<file path="config.mk">
export PLATFORM = sky130hd
export DESIGN_NAME = uart_rx_mnt_param_flat
export DESIGN_NICKNAME = d
export VERILOG_FILES = /design/src/rtl/uart_rx_mnt_param_if.sv /design/src/rtl/uart_rx_mnt_param.sv /design/src/flat_wrapper.sv
export SDC_FILE = /design/constraint.sdc
export NUM_CORES = 1
export LEC_CHECK = 0
export ABC_AREA = 1
export CORE_ASPECT_RATIO = 0.75
export CORE_MARGIN = 4
export CORE_UTILIZATION = 40
export DETAILED_ROUTE_END_ITERATION = 7
export DONT_BUFFER_PORTS = 1
export PLACE_DENSITY = 0.5
export SYNTH_ARGS = -nofsm -noshare
export SYNTH_HDL_FRONTEND = slang
export SYNTH_SLANG_ARGS = --single-unit
</file>
<file path="constraint.sdc">
create_clock -name clk -period 3 [get_ports clk]
set_input_delay 0.6 -clock clk [delete_from_list [all_inputs] [get_ports clk]]
set_output_delay 0.6 -clock clk [all_outputs]
set_load 0.01 [all_outputs]
</file>
<file path="src/rtl/uart_rx_mnt_param_if.sv">
// Read-side bundle of the UART receive monitor: FIFO head, level and error status.
interface uart_rx_mnt_param_if #(
    parameter int DATA_BITS  = 8,
    parameter int FIFO_DEPTH = 8
);
    localparam int LW = $clog2(FIFO_DEPTH) + 1;

    logic                 rd_valid;
    logic                 rd_ready;
    logic [DATA_BITS-1:0] rd_data;
    logic                 rd_perr;
    logic                 rd_ferr;
    logic [LW-1:0]        fifo_level;
    logic                 overrun;
    logic                 err_clr;

    modport master (
        output rd_valid, rd_data, rd_perr, rd_ferr,
        output fifo_level, overrun,
        input  rd_ready, err_clr
    );

    modport slave (
        input  rd_valid, rd_data, rd_perr, rd_ferr,
        input  fifo_level, overrun,
        output rd_ready, err_clr
    );
endinterface

</file>
<file path="src/rtl/uart_rx_mnt_param.sv">
// UART receive monitor: 16x oversampling, 3-sample majority vote,
// parity/stop checking and a FIFO of {perr, ferr, data} entries.
module uart_rx_mnt_param #(
    parameter int OSR_DIV    = 325,
    parameter int DATA_BITS  = 8,
    parameter int PARITY     = 0,
    parameter int STOP_BITS  = 1,
    parameter int FIFO_DEPTH = 8
) (
    input  logic clk,
    input  logic rst_b,
    input  logic rx_en,
    input  logic rxd,
    uart_rx_mnt_param_if.master rd
);
    localparam int CW = (OSR_DIV > 1) ? $clog2(OSR_DIV) : 1;
    localparam int AW = $clog2(FIFO_DEPTH);

    typedef enum logic [2:0] {IDLE, START, DATA, PAR, STOP} state_t;

    typedef struct packed {
        logic                 perr;
        logic                 ferr;
        logic [DATA_BITS-1:0] data;
    } ent_t;

    logic [CW-1:0] tcnt;
    logic          tick;
    logic          s1, s2, prv;

    assign tick = (tcnt == '0);

    always_ff @(posedge clk or negedge rst_b) begin
        if (!rst_b) begin
            tcnt <= CW'(OSR_DIV - 1);
        end else if (tick) begin
            tcnt <= CW'(OSR_DIV - 1);
        end else begin
            tcnt <= tcnt - 1'b1;
        end
    end

    // prv holds the previous tick's sample for falling-edge detection
    always_ff @(posedge clk or negedge rst_b) begin
        if (!rst_b) begin
            s1  <= 1'b1;
            s2  <= 1'b1;
            prv <= 1'b1;
        end else begin
            s1 <= rxd;
            s2 <= s1;
            if (tick) prv <= s2;
        end
    end

    state_t               state, state_n;
    logic [3:0]           si, si_n;
    logic [3:0]           bcnt, bcnt_n;
    logic [1:0]           scnt, scnt_n;
    logic [DATA_BITS-1:0] sh, sh_n;
    logic                 perr, perr_n;
    logic                 ferr, ferr_n;
    logic                 v7, v7_n, v8, v8_n;
    logic                 maj;
    logic                 push;
    ent_t                 w_ent;

    assign maj = (v7 & v8) | (s2 & (v7 | v8));

    always_ff @(posedge clk or negedge rst_b) begin
        if (!rst_b) begin
            state <= IDLE;
            si    <= '0;
            bcnt  <= '0;
            scnt  <= '0;
            sh    <= '0;
            perr  <= 1'b0;
            ferr  <= 1'b0;
            v7    <= 1'b1;
            v8    <= 1'b1;
        end else begin
            state <= state_n;
            si    <= si_n;
            bcnt  <= bcnt_n;
            scnt  <= scnt_n;
            sh    <= sh_n;
            perr  <= perr_n;
            ferr  <= ferr_n;
            v7    <= v7_n;
            v8    <= v8_n;
        end
    end

    always_comb begin
        state_n = state;
        si_n    = si;
        bcnt_n  = bcnt;
        scnt_n  = scnt;
        sh_n    = sh;
        perr_n  = perr;
        ferr_n  = ferr;
        v7_n    = v7;
        v8_n    = v8;
        push    = 1'b0;
        w_ent   = '{perr: perr, ferr: ferr | ~maj, data: sh};
        if (!rx_en) begin
            state_n = IDLE;
        end else if (tick) begin
            si_n = si + 4'd1;
            if (si == 4'd7) v7_n = s2;
            if (si == 4'd8) v8_n = s2;
            unique case (state)
                IDLE: begin
                    si_n = '0;
                    if (prv && !s2) begin
                        state_n = START;
                        bcnt_n  = '0;
                        scnt_n  = '0;
                        perr_n  = 1'b0;
                        ferr_n  = 1'b0;
                    end
                end
                START: begin
                    if (si == 4'd9 && maj) begin
                        state_n = IDLE;
                    end else if (si == 4'd15) begin
                        state_n = DATA;
                    end
                end
                DATA: begin
                    if (si == 4'd9) sh_n = {maj, sh[DATA_BITS-1:1]};
                    if (si == 4'd15) begin
                        if (bcnt == 4'(DATA_BITS - 1)) begin
                            state_n = (PARITY != 0) ? PAR : STOP;
                        end else begin
                            bcnt_n = bcnt + 4'd1;
                        end
                    end
                end
                PAR: begin
                    if (si == 4'd9) begin
                        perr_n = (PARITY == 1) ? ~(^sh ^ maj) : (^sh ^ maj);
                    end
                    if (si == 4'd15) state_n = STOP;
                end
                STOP: begin
                    if (si == 4'd9) begin
                        if (!maj) ferr_n = 1'b1;
                        if (scnt == 2'(STOP_BITS - 1)) begin
                            push    = 1'b1;
                            state_n = IDLE;
                        end
                    end
                    if (si == 4'd15) scnt_n = scnt + 2'd1;
                end
                default: state_n = IDLE;
            endcase
        end
    end

    ent_t          mem [FIFO_DEPTH];
    ent_t          head;
    logic [AW:0]   wp, rp, level;
    logic          full, valid, pop, wr;

    assign level = wp - rp;
    assign full  = (level == (AW+1)'(FIFO_DEPTH));
    assign valid = (level != '0);
    assign pop   = valid & rd.rd_ready;
    assign wr    = push & (~full | pop);
    assign head  = mem[rp[AW-1:0]];

    always_ff @(posedge clk) begin
        if (wr) mem[wp[AW-1:0]] <= w_ent;
    end

    always_ff @(posedge clk or negedge rst_b) begin
        if (!rst_b) begin
            wp          <= '0;
            rp          <= '0;
            rd.overrun  <= 1'b0;
        end else begin
            if (wr)  wp <= wp + 1'b1;
            if (pop) rp <= rp + 1'b1;
            if (push && full && !pop) begin
                rd.overrun <= 1'b1;
            end else if (rd.err_clr) begin
                rd.overrun <= 1'b0;
            end
        end
    end

    // Gate the head so the read port reads 0 while storage is unwritten
    assign rd.rd_valid   = valid;
    assign rd.rd_data    = valid ? head.data : '0;
    assign rd.rd_perr    = valid & head.perr;
    assign rd.rd_ferr    = valid & head.ferr;
    assign rd.fifo_level = level;
endmodule
</file>
<file path="src/flat_wrapper.sv">
// flat-port wrapper written by rule: the top's interface ports become plain ports
module uart_rx_mnt_param_flat 
#(
    parameter int OSR_DIV    = 325,
    parameter int DATA_BITS  = 8,
    parameter int PARITY     = 0,
    parameter int STOP_BITS  = 1,
    parameter int FIFO_DEPTH = 8
)
  (clk, rst_b, rx_en, rxd, rd_rd_valid, rd_rd_data, rd_rd_perr, rd_rd_ferr, rd_fifo_level, rd_overrun, rd_rd_ready, rd_err_clr);
  uart_rx_mnt_param_if #(.DATA_BITS(DATA_BITS), .FIFO_DEPTH(FIFO_DEPTH)) rd_i ();
  input  logic clk;
  input  logic rst_b;
  input  logic rx_en;
  input  logic rxd;
  output wire logic [$bits(rd_i.rd_valid)-1:0] rd_rd_valid;
  output wire logic [$bits(rd_i.rd_data)-1:0] rd_rd_data;
  output wire logic [$bits(rd_i.rd_perr)-1:0] rd_rd_perr;
  output wire logic [$bits(rd_i.rd_ferr)-1:0] rd_rd_ferr;
  output wire logic [$bits(rd_i.fifo_level)-1:0] rd_fifo_level;
  output wire logic [$bits(rd_i.overrun)-1:0] rd_overrun;
  input wire logic [$bits(rd_i.rd_ready)-1:0] rd_rd_ready;
  input wire logic [$bits(rd_i.err_clr)-1:0] rd_err_clr;
  assign rd_rd_valid = rd_i.rd_valid;
  assign rd_rd_data = rd_i.rd_data;
  assign rd_rd_perr = rd_i.rd_perr;
  assign rd_rd_ferr = rd_i.rd_ferr;
  assign rd_fifo_level = rd_i.fifo_level;
  assign rd_overrun = rd_i.overrun;
  assign rd_i.rd_ready = rd_rd_ready;
  assign rd_i.err_clr = rd_err_clr;
  uart_rx_mnt_param #(.OSR_DIV(OSR_DIV), .DATA_BITS(DATA_BITS), .PARITY(PARITY), .STOP_BITS(STOP_BITS), .FIFO_DEPTH(FIFO_DEPTH)) u_core (.clk(clk), .rst_b(rst_b), .rx_en(rx_en), .rxd(rxd), .rd(rd_i));
endmodule
</file>
==> impl_results.md, run 1 <==
* Outcome: finished clean
* Routed via count at approximately 4100
* Total Neg Setup Slack at 0 ps
* VDD IR max at about 0.00037 V
* Reg2reg end: u_core.mem[4][3]$_DFFE_PP_
* Final core utilization at between 40 and 50%
* R2R depth at 10
* Synth top area share at 40.5%
* Filler cells at 1315
* Max cap viols at 0
* Worst EP required at about 2400 ps
* Clk slew on worst S/H paths at 50 ps
* First-pass GRT wire length at approximately 22000 um
* Clock skew at 7.27 ps
* Async SR Flop Fraction at 36.5%
* Die width at 149 um
* Placed Instance Area at 6220 sq um
* Row count at 38
* Worst Path Arrival at 2300 ps
* Total Routing Usage GR at roughly 17%
* Flop-to-flop setup slack at 190 ps
* Final Hold Violating Endpoints at 0
* Flops & latches, synth at 126
* Cells after Synth at ~580
* Cell taking the most area after synthesis: edfxtp_1
* Router iterations before antenna repair at 5
* Area contributors post-synth: edfxtp_1, dfrtp_1, nand2_1, a21oi_1, dfstp_2
* CTS tree: yes
* Post-Layout Cell Count at 819
* Iter 0 DRT Violations at 397
* TritonCTS buffer count at 17
* Mapped cell area at slightly below 6000 sq um
* Dpl cells at about 780
* Largest net degree at the start of global routing at 45
* Port bufs at 0
* P_leak at around 2.9 nW
* # diodes at 0
* Layout Nets at 624
* Core ar. at 14500 sq um
* Post-route DRC violation count at 0
* DR WL/cell at 16.6 um
* Antenna violations before repair at 0
* H-tree levels at 4
* Fin crit period at 2900 ps
* R2r startpoint: u_core.wp[0]$_DFFE_PN0P_
* Die ar. at between 15000 and 20000 sq um
* Crit share post-route at 96.7%
* Number of global-route vias before repair at ~4000
* Clock latency on the worst-skew pair at ~400 ps
* Post-synthesis cell type count at between 40 and 50
* DP Wirelength at 8820 um
* Setup crit start: u_core.wp[0]$_DFFE_PN0P_
* Final setup violation count at 0
* Synth Net Count at 599
* Global route overflow at 0
* Die height at approximately 110 um
* Reg area at 3560 sq um
* Vias per cell at 5.06
* Multi-input logic area at 2170 sq um
* Starting Density at 40.9%
* Clock sink count at 126
* Max-slew violation count at 0
* Post-synth top flop: edfxtp_1
* GP Congestion at 0.799
* Clock Tree Buf Depth at 2
* Number of synthesized flops with an enable pin at 80
* Root buffer cell: clkbuf_16
* CP Max Fanout at 8
* Syn. warnings at 0
* Total Wirelength at about 14000 um
* Seq/Total Area, Yosys at 60.1%
* Least-Margin Pin Slew at 915 ps
* Syn_area_per_cell at 10.2 sq um
* WS Path Type: reg2out
* Worst hold path type: in2async
* Slew HR at 38.8%
* Proportion of layout cells with a drive suffix above 1 at 18.3%
* Fin area at around 7000 sq um
* Remaining antenna violation count at 0
* Area Overhead vs Synth at 17.4%
* Cell Pwr Density at 784 nW/um^2
* Fmax at 345 MHz
* CP startpoint kind: flop
* I/O Pins at 22
* Crit end category: output port
[cell usage after synthesis (10+ instances only)]
| cell type | n |
|---|---|
| ha_1 | 11 |
| nand3_1 | 29 |
| edfxtp_1 | 80 |
| inv_1 | 44 |
| nand2_1 | 144 |
| mux2i_1 | 10 |
| a22oi_1 | 20 |
| nor2_1 | 43 |
| a21oi_1 | 45 |
| o21ai_1 | 14 |
| o21ai_0 | 12 |
| dfrtp_1 | 38 |
| xor2_1 | 10 |
[cell type report]
type	instances	share of cell area (%)
well taps	200	3.59
multi-input cells	385	31.2
repair buffers	23	3.12
clock buffers	20	6.27
clock inverters	12	1.74
inverters	52	2.86
repair inverters	1	0.108
flip-flops and latches	126	51.1
[cell families (layout without fill, tap and decap cells)]
family / count (synthesis) / after routing / share of synthesized area, %
adders and majority gates: 12 / 12 / 2.66
buffers and inverters: 70 / 108 / 4.87
AOI/OAI and AO/OA: 95 / 95 / 9.05
xor gates and xnor gates: 14 / 14 / 2.19
and+or+nand+nor: 254 / 254 / 19.5
DFF: 126 / 126 / 60.1
muxes: 10 / 10 / 1.69
[what timing repair did]
action,4_1_cts,5_1_grt
resized for setup,13,15
hold buffers,1,0
endpoints found under the setup margin,10,70
pin swaps,1,8
buffers inserted,2,4
endpoints found under the hold margin,38,0
gates cloned,1,0
[worst max-delay path: stages, from the launching register on]
cell,delay [ps]
dfrtp_1,400
inv_2,80
ha_4,120
inv_2,40
fa_2,400
xnor2_2,150
buf_4,150
nand3_4,150
clkinvlp_4,140
buf_12,160
nor2_4,100
[per-stage QoR]
stage | total power [W] | hold slack [ps] | worst slack (ps)
global route | 0.00578 | 5.86 | -9.80
detailed placement | 0.00335 | 307 | 61.0
CTS | 0.00544 | 3.49 | 9.08
finish | 0.00546 | 31.2 | 100
global placement | 0.00334 | 307 | 176
floorplan | 0.00295 | 304 | 320
[state kept, by name, summed over array words and instances, names as in the netlist, 2 cells and up]
name and cells:
u_core.mem 80, u_core.tcnt 9, u_core.sh 8, u_core.bcnt 4
u_core.rp 4, u_core.si 4, u_core.wp 4, u_core.state 3
u_core.scnt 2
[how the worst max path moves through the flow]
stage          slack (ps)                          to  cells after the start
6_report              100               rd_rd_data[3]                     10
5_1_grt               -10  u_core.mem[4][6]$_DFFE_PP_                     10
4_1_cts                 9               rd_rd_data[3]                      9
3_5_place_dp           60  u_core.mem[5][5]$_DFFE_PP_                     10
3_3_place_gp          180  u_core.mem[2][3]$_DFFE_PP_                     10
2_1_floorplan         320  u_core.mem[1][0]$_DFFE_PP_                     10
[per-layer routing]
metal	GRT usage, %	share of wire (%)	vias up
li1	-	-	2030
met2	23.8	43	95
met3	4.05	4.8	13
met4	6.15	1.3	0
met5	0	0	-
met1	26.2	51	2007
[placed cells by master (no fill, tap or decap), types with 4 or more instances in the layout]
cell and count:
a21oi_1 44, a22oi_1 20, buf_4 18, clkbuf_16 17
clkinv_2 4, clkinvlp_4 5, dfrtp_1 38, dfstp_2 8
edfxtp_1 80, ha_1 9, inv_1 41, inv_2 9
mux2i_1 10, nand2_1 144, nand2_2 5, nand3_1 29
nand3_2 4, nand4_1 7, nor2_1 32, nor2_2 10
nor2_4 8, o21ai_0 12, o21ai_1 14, xor2_1 10
[power breakdown]
group | switching, W | internal (W)
clock network | 0.000720 | 0.00121
registers | 0.0000515 | 0.00187
logic | 0.00103 | 0.000577
(Power assumes the default switching activity.)
==> inputs of run 2 (changes only) <==
--- a/config.mk
+++ b/config.mk
@@ -11,7 +11,8 @@
 export CORE_UTILIZATION = 40
 export DETAILED_ROUTE_END_ITERATION = 7
 export DONT_BUFFER_PORTS = 1
-export PLACE_DENSITY = 0.5
+export MAX_ROUTING_LAYER = met4
+export PLACE_DENSITY_LB_ADDON = 0.15
 export SYNTH_ARGS = -nofsm -noshare
 export SYNTH_HDL_FRONTEND = slang
 export SYNTH_SLANG_ARGS = --single-unit
==> run 2 against run 1 <==
  * Wire length shrank 2.1%
  * Largest cell class unchanged
  * Core utilization is 0.65 points lower
  * Sequential power hardly changed
  * Sequential cell count is the same
  * Via count decreased by 1.2%
  * Global-route usage about the same
  * Register-to-register slack lost 60 ps
  * Non-clock buffer count down 13
  * Critical path depth is 2 lower
  * Setup slack worse by 3.4 ps
  * Total power rose by 0.59%
  * First-iteration DRC count down 38%
==> impl_results.md, run 2 (same netlist as run 1, synthesis figures left out) <==
* Crit path top cell by count: inv_1
* Antenna violations before repair at 0
* H-tree levels at 4
* Crit path cell chain: inv_1 > ha_1 > inv_1 > fa_2 > nor2_2 > nand3_4 > inv_4 > nor2_1
* Crit path max-delay family: adder cells
* Fin crit period at approximately 2900 ps
* Row count at 38
* Setup Fix Bufs, Post-CTS at 0
* Clock latency on the worst-skew pair at between 400 and 500 ps
* Final setup violation count at 0
* P_leak at 2.90 nW
* CTS tree: yes
* Clock Tree Buf Depth at 2
* VDD IR max at 0.000357 V
* R2r startpoint: u_core.wp[0]$_DFFE_PN0P_
* I/O Pins at 22
* Iter 0 DRT Violations at 245
* R2R depth at 10
* Final Hold Violating Endpoints at 0
* Proportion of layout cells with a drive suffix above 1 at 16.0%
* Clock sink count at 126
* Hold slack at 24.7 ps
* Router iterations before antenna repair at 5
* WS Path Type: reg2out
* # diodes at 0
* DP Wirelength at 8730 um
* Filler cells at about 1300
* Worst EP required at around 2400 ps
* Dpl cells at 772
* Vias per cell at 5.08
* Max FFs per register at 80
* Die width at between 100 and 150 um
* Number of global-route vias before repair at between 3000 and 4000
* Tot Pwr at 0.00549 W
* Flop-to-flop setup slack at 130 ps
* DR WL/cell at 16.5 um
* RSZ-0062 raised after global routing: true
* GP Congestion at approximately 0.85
* Reg2reg end: u_core.mem[4][0]$_DFFE_PP_
* Outcome: finished clean
* Slew HR at 39.6%
* Slowest stage delay, CP at 460 ps
* Clock skew at 9.84 ps
* CP startpoint kind: flop
* TritonCTS buffer count at 17
* WP buf/inv at 3
* Routed via count at 4097
* Starting Density at 40.9%
* Port bufs at 0
* Worst hold path type: in2async
* Max cap viols at 0
* Post-route DRC violation count at 0
* Crit end category: output port
* Fmax at 344 MHz
* Max-slew violation count at 0
* Remaining antenna violation count at 0
* Setup WS post-layout at 96.9 ps
* Root buffer cell: clkbuf_16
* Layout Nets at around 610
* First-pass GRT wire length at 21500 um
* Crit share post-route at 96.8%
* Final core utilization at 47.4%
* Commonest non-fill, non-tap cells in the layout: nand2_1, edfxtp_1, a21oi_1, inv_1, dfrtp_1
* Critical-path top delay cell: fa_2
* Largest net degree at the start of global routing at 45
* Total Wirelength at around 13000 um
* Dpl ws at 100 ps
* Die ar. at 16900 sq um
* Total Routing Usage GR at 17.2%
* Commonest non-fill, non-tap cell in the layout: nand2_1
* CP Max Fanout at 8
* Die height at 113 um
* Cell Pwr Density at 799 nW/um^2
* Clk slew on worst S/H paths at 50 ps
* Least-Margin Pin Slew at 902 ps
* Core ar. at between 10000 and 15000 sq um
* Area Overhead vs Synth at 15.9%
* Global route overflow at 0
* Worst Path Arrival at about 2300 ps
* Post-Layout Cell Count at 806
## run 2: cell types whose count changed in the layout (fill, tap and decap cells not counted), moves of 3 or more
cell	previous run	this run
buf_4	18	8
nor2_2	10	19
clkinvlp_4	5	0
nor2_4	8	3
nor2_1	32	28
clkbuf_1	3	6
inv_1	41	44
inv_2	9	6
## run 2: cell type report
cell class	instances	area [sq um]	share of cell area, %
Timing Repair inverter	1	6.26	0.0910
Sequential cell	126	3560	51.8
Timing Repair Buffer	10	100	1.46
Tap cell	200	250	3.64
Clock buffer	25	475	6.92
Inverter	52	204	2.97
Clock inverter	7	135	1.97
Multi-Input combinational cell	385	2140	31.1
## run 2: metrics by stage
stage          instance area [sq um]  TNS (ps)
6_report                        6870         0
2_1_floorplan                   5930         0
4_1_cts                         6810         0
5_1_grt                         6870     -1140
3_3_place_gp                    6170         0
3_5_place_dp                    6170         0
## run 2: power by group
part / leakage [nW] / switching (W) / internal [W]
combinational: 1.25 / 0.000959 / 0.000479
sequential: 1.36 / 0.0000478 / 0.00187
clock: 0.299 / 0.000705 / 0.00143
total: 2.90 / 0.00171 / 0.00378
## run 2: routing by layer
metal  routed length [um]  track usage [%]
met5                    0                -
met1                 6630             24.5
met3                  840             5.48
met4                  230             5.66
met2                 5590             23.2
## run 2: what timing repair did
action	CTS	global route
hold buffers	1	0
pin swaps	0	2
gates resized for setup	2	19
setup endpoints to repair	10	90
hold endpoints to repair	38	0
cloned	0	1
## run 2: worst max path at each step
stage / slack (ps) / start / endpoint / cells after the start
after floorplan: 320 / u_core.wp[0]$_DFFE_PN0P_ / u_core.mem[1][0]$_DFFE_PP_ / 10
after global placement: 180 / u_core.wp[0]$_DFFE_PN0P_ / u_core.mem[1][5]$_DFFE_PP_ / 10
after detailed placement: 100 / u_core.wp[0]$_DFFE_PN0P_ / u_core.mem[0][0]$_DFFE_PP_ / 10
after CTS: 50 / u_core.wp[0]$_DFFE_PN0P_ / rd_rd_data[4] / 8
after global routing: -60 / u_core.wp[0]$_DFFE_PN0P_ / u_core.mem[4][5]$_DFFE_PP_ / 10
final: 100 / u_core.wp[0]$_DFFE_PN0P_ / rd_rd_data[5] / 8
## run 2: worst reg2reg max path, cell delays in order, from the launching register on
cell,delay [ps]
dfrtp_1,410
inv_1,90
ha_1,130
inv_1,60
fa_2,600
nor2_2,70
nand2_1,60
nor2_1,40
nand3_1,150
nand3_2,160
nor2_1,720
==> inputs of run 3 (changes only) <==
--- a/config.mk
+++ b/config.mk
@@ -8,7 +8,8 @@
 export ABC_AREA = 1
 export CORE_ASPECT_RATIO = 0.75
 export CORE_MARGIN = 4
-export CORE_UTILIZATION = 40
+export CORE_UTILIZATION = 29
+export CTS_BUF_LIST = sky130_fd_sc_hd__clkbuf_16
 export DETAILED_ROUTE_END_ITERATION = 7
 export DONT_BUFFER_PORTS = 1
 export MAX_ROUTING_LAYER = met4
==> run 3 against run 2 <==
  * Clock-buffer cell count is 8 lower
  * Critical path depth is 2 higher
  * Total power is 0.28% higher
  * Clock skew is 1.4 ps lower
  * First-iteration DRC count is 5.7% higher
  * Final area is 1.9% higher
  * Wire length is 8.6% higher
  * Setup slack worse by 80 ps
  * Maximum frequency is 2.7% lower
  * Clock power is 7% lower
  * Largest power group unchanged
  * Highest routed layer unchanged
==> impl_results.md, run 3 (same netlist as run 1, synthesis figures left out) <==
* Post-route DRC violation count at 0
* Cell Pwr Density at 786 nW/um^2
* Crit end category: output port
* Fmax at 335 MHz
* Fin area at ~7000 sq um
* Fin crit period at 2980 ps
* CP startpoint kind: flop
* Global route overflow at 0
* Clock latency on the worst-skew pair at 410 ps
* Reg2reg end: u_core.mem[4][7]$_DFFE_PP_
* R2r startpoint: u_core.wp[0]$_DFFE_PN0P_
* Clock skew at 8.40 ps
* Placed Instance Area at 6260 sq um
* DR WL/cell at about 17 um
* Clock Tree Buf Depth at 2
* P_leak at 2.90 nW
* I/O Pins at 22
* Least-Margin Pin Slew at slightly below 600 ps
* Largest net degree at the start of global routing at 45
* CP Max Fanout at 8
* Die width at 173 um
* Worst hold path type: in2async
* R2R depth at 11
* Final setup violation count at 0
* RSZ-0062 raised after global routing: true
* Clk slew on worst S/H paths at 60 ps
* Antenna violations before repair at 0
* Post-Layout Cell Count at 871
* VDD IR max at 0.000388 V
* DP Wirelength at 9530 um
* Starting Density at 29.4%
* Router iterations before antenna repair at 5
* CTS tree: yes
* Worst EP required at approximately 2400 ps
* Routed via count at between 4000 and 5000
* First-pass GRT wire length at 22600 um
* Filler cells at 2002
* Vias per cell at 4.69
* Max-slew violation count at 0
* TritonCTS buffer count at 17
* Proportion of layout cells with a drive suffix above 1 at 18.4%
* Outcome: finished clean
* Final Hold Violating Endpoints at 0
* Die height at 132 um
* Port bufs at 0
* Commonest non-fill, non-tap cell in the layout: nand2_1
* GP Congestion at 0.802
* Worst Path Arrival at between 2000 and 2500 ps
* Commonest non-fill, non-tap cells in the layout: nand2_1, edfxtp_1, a21oi_1, inv_1, dfrtp_1
* H-tree levels at 4
* Max FFs per register at 80
* Die ar. at 22800 sq um
* Core ar. at 20200 sq um
* Number of global-route vias before repair at 3919
* Remaining antenna violation count at 0
* Clock sink count at about 130
* Total Wirelength at roughly 14000 um
* Flop-to-flop setup slack at 330 ps
* Area Overhead vs Synth at 18.1%
* Iter 0 DRT Violations at roughly 260
* WS Path Type: reg2out
* Row count at 45
* Total Routing Usage GR at 13.1%
* Slew HR at around three fifths
* Max cap viols at 0
* # diodes at 0
* Root buffer cell: clkbuf_16
* Layout Nets at between 600 and 700
* Crit share post-route at approximately 100%
* Dpl cells at 832
[run 3: worst max-delay path, stage by stage (launching register included)]
cell and delay [ps]:
dfrtp_1 400, inv_2 110, ha_4 140, inv_2 40
fa_2 390, xnor2_2 140, buf_4 140, nand3_4 180
clkinvlp_4 160, buf_8 160, nor2_4 100
[run 3: worst max path at each step]
stage                                         from  slack, ps  depth (start not counted)                          to
after CTS                 u_core.wp[0]$_DFFE_PN0P_          8                         10               rd_rd_data[6]
after detailed placement  u_core.wp[0]$_DFFE_PN0P_         70                         10  u_core.mem[4][3]$_DFFE_PP_
after global placement    u_core.wp[0]$_DFFE_PN0P_        120                         10  u_core.mem[4][5]$_DFFE_PP_
after global routing      u_core.wp[0]$_DFFE_PN0P_        -90                         10               rd_rd_data[6]
after floorplan           u_core.wp[0]$_DFFE_PN0P_        320                         10  u_core.mem[1][0]$_DFFE_PP_
final                     u_core.wp[0]$_DFFE_PN0P_         20                         10               rd_rd_data[7]
[run 3: where the power goes]
group	switching, W	total (W)	leakage, nW	internal, W
Sequential	0.0000511	0.00192	1.36	0.00187
Clock	0.000774	0.00199	0.269	0.00122
Combinational	0.00105	0.00159	1.28	0.000542
Total	0.00188	0.00551	2.90	0.00363
[run 3: area by class of cell]
class | instances | area, sq um | area share, %
tap | 258 | 323 | 4.61
timing repair buffer | 18 | 171 | 2.45
clock buffer | 17 | 425 | 6.07
multi-input combinational | 385 | 2170 | 31.0
sequential | 126 | 3560 | 50.9
inverter | 52 | 199 | 2.84
clock inverter | 14 | 144 | 2.05
timing repair inverter | 1 | 7.51 | 0.107
[run 3: per-stage QoR]
stage / utilization (%) / TNS (ps) / setup slack, ps / hold WS, ps / total power [W]
after floorplan: - / 0 / 320 / 304 / 0.00295
after global placement: 31.0 / 0 / 120 / 307 / 0.00336
after detailed placement: 31.0 / 0 / 70.4 / 307 / 0.00336
after CTS: 34.4 / 0 / 8.27 / 10.3 / 0.00551
after global routing: 34.8 / -469 / -92.0 / 1.80 / 0.00580
final: 34.8 / 0 / 17.4 / 32.0 / 0.00551
[run 3: repair_timing]
action | 4_1_cts | 5_1_grt
hold buffers | 1 | 0
endpoints found under the hold margin | 38 | 0
setup buffers | 3 | 3
cloned | 1 | 0
pin swaps | 1 | 7
gates resized for setup | 15 | 16
setup endpoints to repair | 10 | 61
[run 3: metal layers]
metal	vias up	wire [um]	track usage, %
li1	2021	-	-
met1	1984	7660	19.5
met5	-	0	-
met3	4	598	3.50
met4	0	61	2.92
met2	80	6110	17.9
